<file path="config.mk">
export PLATFORM = sky130hd
export DESIGN_NAME = cam_frame_writer
export DESIGN_NICKNAME = d
export VERILOG_FILES = /design/src/rtl/cam_pkg.sv /design/src/rtl/cam_sync_edge.sv /design/src/rtl/cam_frame_writer.sv
export SDC_FILE = /design/constraint.sdc
export NUM_CORES = 1
export LEC_CHECK = 0
export CORE_MARGIN = 2
export CORE_UTILIZATION = 49
export CTS_CLUSTER_SIZE = 24
export DETAILED_ROUTE_END_ITERATION = 10
export PLACE_DENSITY_LB_ADDON = 0.1
export SLEW_MARGIN = 20
export SYNTH_ARGS = -nofsm -noshare
export SYNTH_HDL_FRONTEND = slang
export SYNTH_HIERARCHICAL = 1
export SYNTH_SLANG_ARGS = --single-unit
export TNS_END_PERCENT = 50
</file>
<file path="constraint.sdc">
create_clock -name csi_pclk -period 2.2 [get_ports csi_pclk]
set_clock_uncertainty 0.15 [all_clocks]
set_input_delay 0.55 -clock csi_pclk [delete_from_list [all_inputs] [get_ports csi_pclk]]
set_output_delay 0.55 -clock csi_pclk [all_outputs]
set_load 0.02 [all_outputs]
</file>
<file path="src/rtl/cam_pkg.sv">
// cam_pkg: shared FSM state, RGB565 pixel type and frame word-count helper for cam_frame_writer
// Build option CAM_DOWNSCALE_2X_EN halves the window in both axes.
package cam_pkg;
  typedef enum logic [1:0] {IDLE, SYNC, ACTIVE} state_t;
  typedef logic [15:0] rgb565_t;
  function automatic int frame_words(int w, int h);
`ifdef CAM_DOWNSCALE_2X_EN
    return (w / 2) * (h / 2);
`else
    return w * h;
`endif
  endfunction
endpackage

</file>
<file path="src/rtl/cam_sync_edge.sv">
// cam_sync_edge: registered rise/fall detector for a sensor sync signal
// Ports: csi_pclk/reset_n clock and async active-low reset; sig_i sampled signal;
//        rise_o/fall_o high in the cycle sig_i differs from its 1-cycle registered copy.
module cam_sync_edge (
  input  logic csi_pclk,
  input  logic reset_n,
  input  logic sig_i,
  output logic rise_o,
  output logic fall_o
);
  logic sig_q;
  always_ff @(posedge csi_pclk or negedge reset_n)
    if (!reset_n) sig_q <= 1'b0;
    else sig_q <= sig_i;
  assign rise_o = sig_i & ~sig_q;
  assign fall_o = ~sig_i & sig_q;
endmodule

</file>
<file path="src/rtl/cam_frame_writer.sv">
// cam_frame_writer: crops a window from each sensor frame and writes it into a ping-pong buffer
// Ports: csi_pclk/reset_n clock and async active-low reset; pix_data/pix_valid/line_valid/frame_sync
//        sensor pixel stream; fb_we/fb_waddr/fb_wdata/fb_bank buffer write port; rd_bank last
//        complete bank; frame_done/frame_err one-cycle publish/discard pulses.
// Build option CAM_DOWNSCALE_2X_EN writes only even window columns and rows.
module cam_frame_writer import cam_pkg::*; #(
  parameter int SRC_W  = 640,
  parameter int SRC_H  = 480,
  parameter int WIN_X0 = 160,
  parameter int WIN_Y0 = 120,
  parameter int WIN_W  = 320,
  parameter int WIN_H  = 240,
  parameter int ADDR_W = 17
) (
  input  logic              csi_pclk,
  input  logic              reset_n,
  input  rgb565_t           pix_data,
  input  logic              pix_valid,
  input  logic              line_valid,
  input  logic              frame_sync,
  output logic              fb_we,
  output logic [ADDR_W-1:0] fb_waddr,
  output rgb565_t           fb_wdata,
  output logic              fb_bank,
  output logic              rd_bank,
  output logic              frame_done,
  output logic              frame_err
);
  localparam int FW = frame_words(WIN_W, WIN_H);
  localparam int XW = $clog2(SRC_W) + 1;
  localparam int YW = $clog2(SRC_H) + 1;
  localparam int CW = $clog2(FW) + 1;
  localparam logic [XW-1:0] X_LO = XW'(WIN_X0), X_HI = XW'(WIN_X0 + WIN_W), X_MAX = XW'(SRC_W);
  localparam logic [YW-1:0] Y_LO = YW'(WIN_Y0), Y_HI = YW'(WIN_Y0 + WIN_H), Y_MAX = YW'(SRC_H);
  localparam logic [CW-1:0] C_FW = CW'(FW);
  state_t state_q, state_d;
  logic [XW-1:0] x_q, x_d;
  logic [YW-1:0] y_q, y_d;
  logic [CW-1:0] cnt_q, cnt_d;
  logic fs_rise, fs_fall, lv_rise_unused, lv_fall;
  logic in_win, full, we_d, done_d, err_d, fb_bank_d, rd_bank_d;
  logic [ADDR_W-1:0] waddr_d;
  rgb565_t wdata_d;
  cam_sync_edge u_fs (.csi_pclk(csi_pclk), .reset_n(reset_n), .sig_i(frame_sync), .rise_o(fs_rise), .fall_o(fs_fall));
  cam_sync_edge u_lv (.csi_pclk(csi_pclk), .reset_n(reset_n), .sig_i(line_valid), .rise_o(lv_rise_unused), .fall_o(lv_fall));
`ifdef CAM_DOWNSCALE_2X_EN
  assign in_win = x_q >= X_LO && x_q < X_HI && y_q >= Y_LO && y_q < Y_HI && x_q[0] == X_LO[0] && y_q[0] == Y_LO[0];
`else
  assign in_win = x_q >= X_LO && x_q < X_HI && y_q >= Y_LO && y_q < Y_HI;
`endif
  assign full = cnt_q == C_FW;
  always_ff @(posedge csi_pclk or negedge reset_n)
    if (!reset_n) state_q <= IDLE;
    else state_q <= state_d;
  // Completion outranks a coincident frame_sync rise: a full frame is never reported short.
  always_comb begin
    state_d = (state_q == IDLE && fs_rise)   ? SYNC :
              (state_q == SYNC && fs_fall)   ? ACTIVE :
              (state_q == ACTIVE && full)    ? IDLE :
              (state_q == ACTIVE && fs_rise) ? SYNC : state_q;
  end
  // A frame_sync rise drops the pixel strobed in the same cycle.
  always_comb begin
    we_d      = state_q == ACTIVE && pix_valid && line_valid && in_win && !full && !fs_rise;
    done_d    = state_q == ACTIVE && full;
    err_d     = state_q == ACTIVE && !full && fs_rise;
    waddr_d   = we_d ? ADDR_W'(cnt_q) : fb_waddr;
    wdata_d   = we_d ? pix_data : fb_wdata;
    fb_bank_d = done_d ? ~fb_bank : fb_bank;
    rd_bank_d = done_d ? fb_bank : rd_bank;
  end
  always_comb begin
    x_d   = state_q == SYNC ? '0 : lv_fall ? '0 : (pix_valid && line_valid && x_q != X_MAX) ? x_q + XW'(1) : x_q;
    y_d   = state_q == SYNC ? '0 : (lv_fall && y_q != Y_MAX) ? y_q + YW'(1) : y_q;
    cnt_d = state_q == SYNC ? '0 : we_d ? cnt_q + CW'(1) : cnt_q;
  end
  always_ff @(posedge csi_pclk or negedge reset_n)
    if (!reset_n) begin
      x_q        <= '0;
      y_q        <= '0;
      cnt_q      <= '0;
      fb_we      <= 1'b0;
      fb_waddr   <= '0;
      fb_wdata   <= '0;
      fb_bank    <= 1'b0;
      rd_bank    <= 1'b1;
      frame_done <= 1'b0;
      frame_err  <= 1'b0;
    end else begin
      x_q        <= x_d;
      y_q        <= y_d;
      cnt_q      <= cnt_d;
      fb_we      <= we_d;
      fb_waddr   <= waddr_d;
      fb_wdata   <= wdata_d;
      fb_bank    <= fb_bank_d;
      rd_bank    <= rd_bank_d;
      frame_done <= done_d;
      frame_err  <= err_d;
    end
endmodule

</file>
==> results of run 1 <==
==> layer usage <==
| layer | up-vias | wire, microns | GRT usage, % |
|---|---|---|---|
| met2 | 64 | 4240 | 35.87 |
| met1 | 1481 | 3855 | 28.08 |
| met4 | 0 | 136 | 5.760 |
| met5 | - | 0 | 0 |
| li1 | 1471 | - | - |
| met3 | 11 | 263 | 3.743 |
==> power by group <==
| part | switching, mW | internal, mW |
|---|---|---|
| logic | 0.159 | 0.158 |
| registers | 0.0733 | 1.55 |
| clock network | 0.577 | 0.568 |
| total | 0.810 | 2.28 |
==> registers in the layout, summed over array words and instances (netlist names) <==
name and cells:
u_fs/sig_q 1, fb_wdata 16, x_q 11, frame_err 1, frame_done 1, cnt_q 18, state_q 2, fb_bank 1
fb_we 1, fb_waddr 17, y_q 10, rd_bank 1, u_lv/sig_q 1
==> per-stage QoR <==
| step | cell area (sq um) | utilization (%) | instances | power (mW) |
|---|---|---|---|---|
| after CTS | 5110 | 66.47 | 551 | 3.107 |
| after global placement | 4830 | 62.83 | 532 | 1.956 |
| after global routing | 5218 | 67.87 | 553 | 3.233 |
| after detailed placement | 4830 | 62.83 | 532 | 1.964 |
| final | 5218 | 67.87 | 553 | 3.085 |
| after floorplan | 3879 | - | 346 | 1.813 |
==> repair_timing <==
item / CTS / global route
setup endpoints to repair: 34 / 45
endpoints found under the hold margin: 24 / 0
buffers inserted: 1 / 1
cloned: 1 / 1
pin swaps: 4 / 4
hold buffers: 1 / 0
resized for setup: 11 / 15
==> cell usage in the layout, fill, tap and decap left out, drive strengths merged, types with 4 or more instances in the layout <==
master / count
nand2: 19
inv: 17
ha: 6
or3: 8
o21ai: 17
xnor2: 5
nand4: 14
clkdlybuf4s50: 54
nand3: 8
mux2: 32
o2111ai: 4
a21oi: 16
nand2b: 7
or4: 9
clkbuf: 11
o31ai: 7
buf: 45
dfrtp: 80
nor4: 6
xor2: 11
nor2: 28
==> critical path: stages <==
cell and delay (ps):
clkdlybuf4s50_1 450, nor2b_2 210, inv_1 110, o21ai_4 70, buf_4 200, or4_1 490, a21oi_1 190
==> worst paths after layout <==
kind	startpoint	to	cells past startpoint
setup / recovery	frame_sync	cnt_q[10]$_DFFE_PN0P_	7
hold / removal	line_valid	u_lv/sig_q$_DFF_PN0_	2
setup reg to reg	x_q[8]$_DFFE_PN0P_	fb_wdata[2]$_DFFE_PN0P_	7
hold reg to reg	fb_bank$_DFFE_PN0P_	fb_bank$_DFFE_PN0P_	1
max in group asynchronous	reset_n	rd_bank$_DFFE_PN1P_	3
min in group asynchronous	reset_n	fb_waddr[5]$_DFFE_PN0P_	2
==> cell type report <==
type	count	area [sq um]
clock inverters	6	72.57
clock buffers	10	137.6
repair buffers	104	1012
fillers	613	2470
multi-input cells	235	1778
inverters	15	61.31
flip-flops and latches	81	2028
well taps	102	127.6
==> impl_metrics.py, run 1 <==
metrics = {
    "status": {
        "status": "finished, final reports clean",
    },
    "timing": {
        "hold_slack_ps": 306.5,
        "worst_pin_slew_ps": 718.6,
        "setup_ws_ps": 47.54,
        "max_slew_margin_pct": 51.47,
        "fin_crit_ps": 2152,
        "setup_violations": 0,
        "timing.fmax_mhz": 464.6,
        "rsz0062_at_grt": "false",
        "fin_crit_sh_pct": 97.84,
        "hold_viol_final": 0,
        "maxSlewViolCount": 0,
        "setup_tns_ps": 0,
    },
    "die": {
        "die_h_microns": 92.94,
        "rows": 32,
        "io_pins": 59,
        "coreArea_sq_um": 7687,
        "initial_core_util_pct": 50.42,
        "die-width_microns": 92.94,
        "dieArea_sq_um": 8638,
    },
    "routing": {
        "drt-initial-drc-count": 172,
        "wl_per_cell_microns": 15.36,
        "postRouteAntennaNets": 0,
        "first_pass_iters": 4,
        "wirelength_mm": 8.496,
        "via_per_inst": 5.474,
        "num_vias": 3027,
        "drc": 0,
    },
    "power_and_ir_drop": {
        "peakVddDrop_mv": 0.4125,
        "p_leak_nw": 2.359,
        "power_density_nw_per_um2": 591.3,
    },
    "clock_tree": {
        "clock_latency_ps": 350,
        "cts_tree": "done",
        "htreeDepth": 3,
        "cts_sinks": 81,
        "cts_root_buf": "clkbuf_8",
        "path_clk_slew_ps": 90,
        "clk_path_buf_depth": 2,
        "cts_buffers": 9,
    },
    "min_path": {
        "holdCritPathClass": "in -> reg",
    },
    "cells_and_area": {
        "nets": 473,
        "area_growth_pct": 34.60,
        "layout-drive-gt1-share_pct": 26.16,
        "antenna_cells": 0,
    },
    "placed_design": {
        "hpwl_mm": 5.997,
        "numPortBuffers": 58,
        "gp_congestion": 0.8017,
        "pre_cts_ws_ps": -442.5,
    },
    "flow_run": {
        "cap_violations": 0,
    },
    "yosys": {
        "synth_area_sq_um": 3876,
        "syn_inst": 346,
        "syn_area_per_cell_sq_um": 11.20,
        "yosys_warnings": 6,
        "syn_nets": 373,
    },
    "worst_setup_path": {
        "critPathMaxFanout": 21,
        "cp.required_ps": 2320,
        "crit_path_end_kind": "flop",
        "crit_type": "in -> reg",
        "start_kind": "input pin",
        "ff2ff_setup_slack_ps": 80,
        "crit_arrival_ps": 2270,
    },
    "grt": {
        "gr-usage-all-layers_pct": 21.17,
        "grt_overflow": 0,
        "antenna_found_initial": 0,
        "grt_pass1_wl_mm": 14.50,
        "grt_pass1_vias": 3016,
        "grt_max_degree": 41,
    },
}
No activity file was read; power rests on OpenSTA's default activity.
==> inputs of run 2 (changes only) <==
- ABC_AREA: default -> 0
- clock period: 2.2 -> 1.8 ns (I/O delays scaled with it)
==> run 2 against run 1 <==
Effect of this change:
- the flow now finishes with violations (negative setup slack)
- wire length rose by 11%
- die area did not move
- count of clock-buffer cells in the layout did not move
- global-route usage rose by 1.5 points
- combinational power rose by 79%
- first-iteration DRC count rose by 12%
- largest power group unchanged
==> impl_metrics.py, run 2 (synthesis gave the netlist of run 1 again) <==
metrics = {
    "status": {
        "status": "complete, but fails checks",
        "violations": "negative setup slack",
    },
    "routing": {
        "wirelength_mm": 9.444,
        "first_pass_iters": 4,
        "num_vias": 3276,
        "wl_per_cell_microns": 15.90,
        "postRouteAntennaNets": 0,
        "drc": 0,
        "via_per_inst": 5.515,
        "drt-initial-drc-count": 192,
    },
    "clock_tree": {
        "htreeDepth": 3,
        "clock_latency_ps": 350,
        "cts_buffers": 9,
        "clk_path_buf_depth": 2,
        "cts_root_buf": "clkbuf_8",
        "path_clk_slew_ps": 80,
        "cts_sinks": 81,
        "cts_tree": "done",
    },
    "die": {
        "die_h_microns": 92.94,
        "rows": 32,
        "initial_core_util_pct": 50.42,
        "io_pins": 59,
        "coreArea_sq_um": 7687,
        "die-width_microns": 92.94,
        "dieArea_sq_um": 8638,
    },
    "worst_setup_path": {
        "start_kind": "flop",
        "cp.required_ps": 1890,
        "critPathMaxFanout": 9,
        "crit_arrival_ps": 2230,
        "crit_type": "reg -> reg",
        "crit_path_end_kind": "flop",
    },
    "grt": {
        "grt_pass1_wl_mm": 15.32,
        "grt-busiest-layer": "met2",
        "gr-usage-all-layers_pct": 22.62,
        "grt_overflow": 0,
        "gr-usage-met1_pct": 29.24,
        "grt_max_degree": 35,
        "grt_util_met2_pct": 37.92,
        "met3_usage_pct": 4.801,
        "antenna_found_initial": 0,
        "grt_pass1_vias": 3243,
    },
    "timing": {
        "fin_crit_sh_pct": 119.0,
        "hold_viol_final": 0,
        "timing.fmax_mhz": 466.7,
        "setup_ws_ps": -342.7,
        "hold_slack_ps": 248.4,
        "worst_pin_slew_ps": 463.5,
        "setup_violations": 56,
        "rsz0062_at_grt": "true",
        "maxSlewViolCount": 0,
        "max_slew_margin_pct": 69.10,
        "fin_crit_ps": 2143,
    },
    "cells_and_area": {
        "seqCellArea_sq_um": 2028,
        "antenna_cells": 0,
        "area_growth_pct": 48.84,
        "largest_reg_flops": 18,
        "nets": 514,
        "top_register": "cnt_q",
        "layout-drive-gt1-share_pct": 36.59,
        "postLayoutCoreUtil_pct": 75.05,
        "multi_input_area_sq_um": 1993,
        "final_common_cell": "dfrtp_1",
        "final_cell_mix": "dfrtp_1 (80), buf_4 (75), dlygate4sd2_1 (40)",
        "largestRegisters": "cnt_q (18), fb_waddr (17), fb_wdata (16)",
        "num-fill-cells": 538,
    },
    "min_path": {
        "holdCritPathClass": "in -> reg",
    },
    "power_and_ir_drop": {
        "p_leak_nw": 2.874,
        "power_density_nw_per_um2": 697.6,
        "peakVddDrop_mv": 0.6973,
    },
    "placed_design": {
        "gp_congestion": 0.8555,
        "numPortBuffers": 58,
        "hpwl_mm": 6.431,
        "pre_cts_ws_ps": -728.1,
    },
    "flow_run": {
        "cap_violations": 0,
    },
}
-- run 2: cell types whose count changed in the layout (fill, tap and decap cells not counted), sizes merged --
cell	change
bufbuf	+1
dlymetal6s2s	-2
clkdlybuf4s50	-38
clkdlybuf4s15	+1
inv	-1
buf	+41
dlygate4sd2	+39
bufinv	+1
clkbuf	-1
-- run 2: timing repair --
item,in CTS,in global routing
endpoints found under the setup margin,103,65
hold buffers,1,0
cloned,3,0
endpoints found under the hold margin,29,0
pin swaps,26,12
gates resized for setup,82,28
setup buffers,1,7
-- run 2: final timing paths --
kind | startpoint | endpoint | slack [ps] | cells after the start
min reg2reg | fb_bank$_DFFE_PN0P_ | fb_bank$_DFFE_PN0P_ | 350 | 1
max | y_q[4]$_DFFE_PN0P_ | fb_wdata[0]$_DFFE_PN0P_ | -340 | 7
min | frame_sync | u_fs/sig_q$_DFF_PN0_ | 250 | 1
max reg2reg | y_q[4]$_DFFE_PN0P_ | fb_wdata[0]$_DFFE_PN0P_ | -340 | 7
max in group asynchronous | reset_n | fb_waddr[9]$_DFFE_PN0P_ | 550 | 3
min in group asynchronous | reset_n | fb_waddr[15]$_DFFE_PN0P_ | 440 | 2
-- run 2: per-stage QoR --
stage               std cells  power [mW]  setup TNS, ps  area, sq um
CTS                       587       4.004         -13380         5598
finish                    594       4.025         -14010         5769
floorplan                 346       2.217          -8848         3916
global route              594       4.201         -17640         5769
detailed placement        566       2.483         -41680         5120
global placement          566       2.464         -38690         5120
-- run 2: final cells by class --
class,count,area share (%)
flip-flops and latches,81,35.16
repair buffers,145,23.08
inverters,15,1.063
well taps,102,2.212
multi-input cells,235,34.55
clock inverters,6,1.561
clock buffers,10,2.386
-- run 2: critical path: stages, from the launching register on --
cell and delay (ps):
dfrtp_1 420, o2111ai_2 210, a211o_1 230, nand3_4 150, or2_4 310, inv_6 90, buf_12 130, mux2_2 330
-- run 2: per-layer routing --
metal,wire length [microns],vias up
li1,-,1545
met1,4018,1634
met2,4871,78
met3,382,19
met4,172,0
met5,0,-
-- run 2: power by group --
group	internal, mW	switching, mW	leakage, nW
Clock	0.823	0.665	0.113
Sequential	1.89	0.0738	1.10
Combinational	0.301	0.267	1.66
==> inputs of run 3 (changes only) <==
- CAP_MARGIN: default -> 40
- CORE_ASPECT_RATIO: default -> 0.8
==> run 3 against run 2 <==
Effect of this change:
- the flow still finishes with violations (negative setup slack)
- design area is 2.8% higher
- via count grew 4.2%
- sequential share of layout area fell by 0.96 points
- clock power decreased by 9%
- count of clock-buffer cells in the layout is 1 higher
- cell count is 2.7% higher
- combinational power grew 6.9%
- first-iteration DRC count fell by 36%
- fmax grew 1.0%
- critical path depth unchanged
- hold slack improved by 68 ps
- sequential cell count did not move
==> impl_metrics.py, run 3 (synthesis gave the netlist of run 1 again) <==
metrics = {
    "routing": {
        "via_per_inst": 5.593,
        "wirelength_mm": 11.01,
        "drt-initial-drc-count": 122,
        "first_pass_iters": 5,
        "num_vias": 3412,
        "drc": 0,
        "wl_per_cell_microns": 18.05,
        "postRouteAntennaNets": 0,
    },
    "grt": {
        "grt_pass1_wl_mm": 17.41,
        "gr-usage-met1_pct": 36.45,
        "grt_util_met2_pct": 38.65,
        "grt_max_degree": 31,
        "met3_usage_pct": 6.449,
        "grt_overflow": 0,
        "gr-usage-all-layers_pct": 25.82,
        "grt_pass1_vias": 3507,
        "antenna_found_initial": 0,
        "grt-busiest-layer": "met2",
    },
    "timing": {
        "fin_crit_ps": 2121,
        "max_slew_margin_pct": 70.80,
        "setup_ws_ps": -320.6,
        "rsz0062_at_grt": "true",
        "worst_pin_slew_ps": 438.1,
        "setup_violations": 55,
        "fin_crit_sh_pct": 117.8,
        "maxSlewViolCount": 0,
        "timing.fmax_mhz": 471.6,
        "hold_viol_final": 0,
    },
    "clock_tree": {
        "clock_latency_ps": 360,
        "clk_path_buf_depth": 2,
        "cts_tree": "done",
        "cts_buffers": 9,
        "htreeDepth": 3,
        "path_clk_slew_ps": 90,
        "cts_root_buf": "clkbuf_8",
        "cts_sinks": 81,
    },
    "worst_setup_path": {
        "crit_start": "cnt_q[0]$_DFFE_PN0P_",
        "crit_arrival_ps": 2230,
        "r2r_start": "cnt_q[0]$_DFFE_PN0P_",
        "critPathTopFamily": "simple AND/OR/NAND/NOR gates",
        "crit_type": "reg -> reg",
        "cpMaxStageDelayCell": "dfrtp_1",
        "start_kind": "flop",
        "path_cells": "inv_2 -> ha_4 -> or3b_4 -> o21ai_4 -> or2_4 -> buf_8 -> mux2_2",
        "slowest_delay_ps": 400,
        "cp.required_ps": 1900,
        "crit_path_end_kind": "flop",
        "critPathMaxFanout": 11,
        "cp_num_buf_inv": 2,
    },
    "cells_and_area": {
        "nets": 527,
        "largest_reg_flops": 18,
        "layout-drive-gt1-share_pct": 39.80,
        "final_common_cell": "dfrtp_1",
        "area_growth_pct": 53.03,
        "antenna_cells": 0,
        "largestRegisters": "cnt_q (18), fb_waddr (17), fb_wdata (16)",
        "final_cell_mix": "dfrtp_1 (80), buf_4 (78), dlygate4sd2_1 (39)",
        "top_register": "cnt_q",
        "final_cell_area_sq_um": 5932,
    },
    "power_and_ir_drop": {
        "power_density_nw_per_um2": 662.2,
        "p_leak_nw": 2.926,
        "power_mw": 3.928,
        "peakVddDrop_mv": 0.5501,
    },
    "die": {
        "dieArea_sq_um": 8642,
        "coreArea_sq_um": 7532,
        "die-width_microns": 103.4,
        "initial_core_util_pct": 51.46,
        "die_h_microns": 83.55,
        "io_pins": 59,
        "rows": 28,
    },
    "placed_design": {
        "numPortBuffers": 58,
        "gp_congestion": 0.9050,
        "dpl-instance-area_sq_um": 5149,
        "hpwl_mm": 6.753,
    },
    "min_path": {
        "holdCritStartpoint": "line_valid",
        "holdCritPathClass": "in -> reg",
    },
    "flow_run": {
        "cap_violations": 0,
    },
    "status": {
        "violations": "negative setup slack",
        "status": "complete, but fails checks",
    },
}
[run 3: power by group]
part           leakage [nW]  switching, mW  total [mW]  internal, mW
clock                0.0993          0.675        1.35         0.677
sequential             1.10         0.0744        1.97          1.89
combinational          1.72          0.301       0.607         0.306
[run 3: timing repair]
item | in CTS | in global routing
setup endpoints to repair | 108 | 64
setup buffers | 11 | 5
hold endpoints to repair | 24 | 0
hold buffers | 1 | 0
gates resized for setup | 98 | 49
cloned | 5 | 0
pin swaps | 23 | 16
[run 3: stage by stage]
step | hold WS [ps] | utilization (%) | cells | setup TNS, ps | setup slack [ps]
after floorplan | 4.409 | - | 346 | -8848 | -322.3
after CTS | 302.0 | 75.80 | 606 | -13910 | -333.4
after global routing | 329.0 | 78.75 | 610 | -17370 | -380.4
after global placement | 269.6 | 68.36 | 574 | -40380 | -684.0
final | 316.6 | 78.75 | 610 | -13880 | -320.6
after detailed placement | 267.0 | 68.36 | 574 | -44230 | -793.7
[run 3: layer usage]
layer / vias to the layer above / wire length [microns]
met5: - / 0
met4: 0 / 182
met3: 16 / 709
met2: 148 / 5297
met1: 1688 / 4822
li1: 1560 / -
[run 3: path summary, 6_finish.rpt]
path	to	slack, ps	cells past startpoint
min reg2reg	fb_bank$_DFFE_PN0P_	340	1
max in group asynchronous	y_q[6]$_DFFE_PN0P_	570	3
min	u_lv/sig_q$_DFF_PN0_	320	2
min in group asynchronous	y_q[8]$_DFFE_PN0P_	430	2
max reg2reg	fb_waddr[2]$_DFFE_PN0P_	-320	7
max	fb_waddr[2]$_DFFE_PN0P_	-320	7
[run 3: cell type report]
class,instances,area [sq um]
inverter,15,61.31
clock inverter,5,56.30
clock buffer,11,141.4
tap,105,131.4
sequential,81,2028
multi-input combinational,235,2088
fill,481,1600
timing repair buffer,158,1425
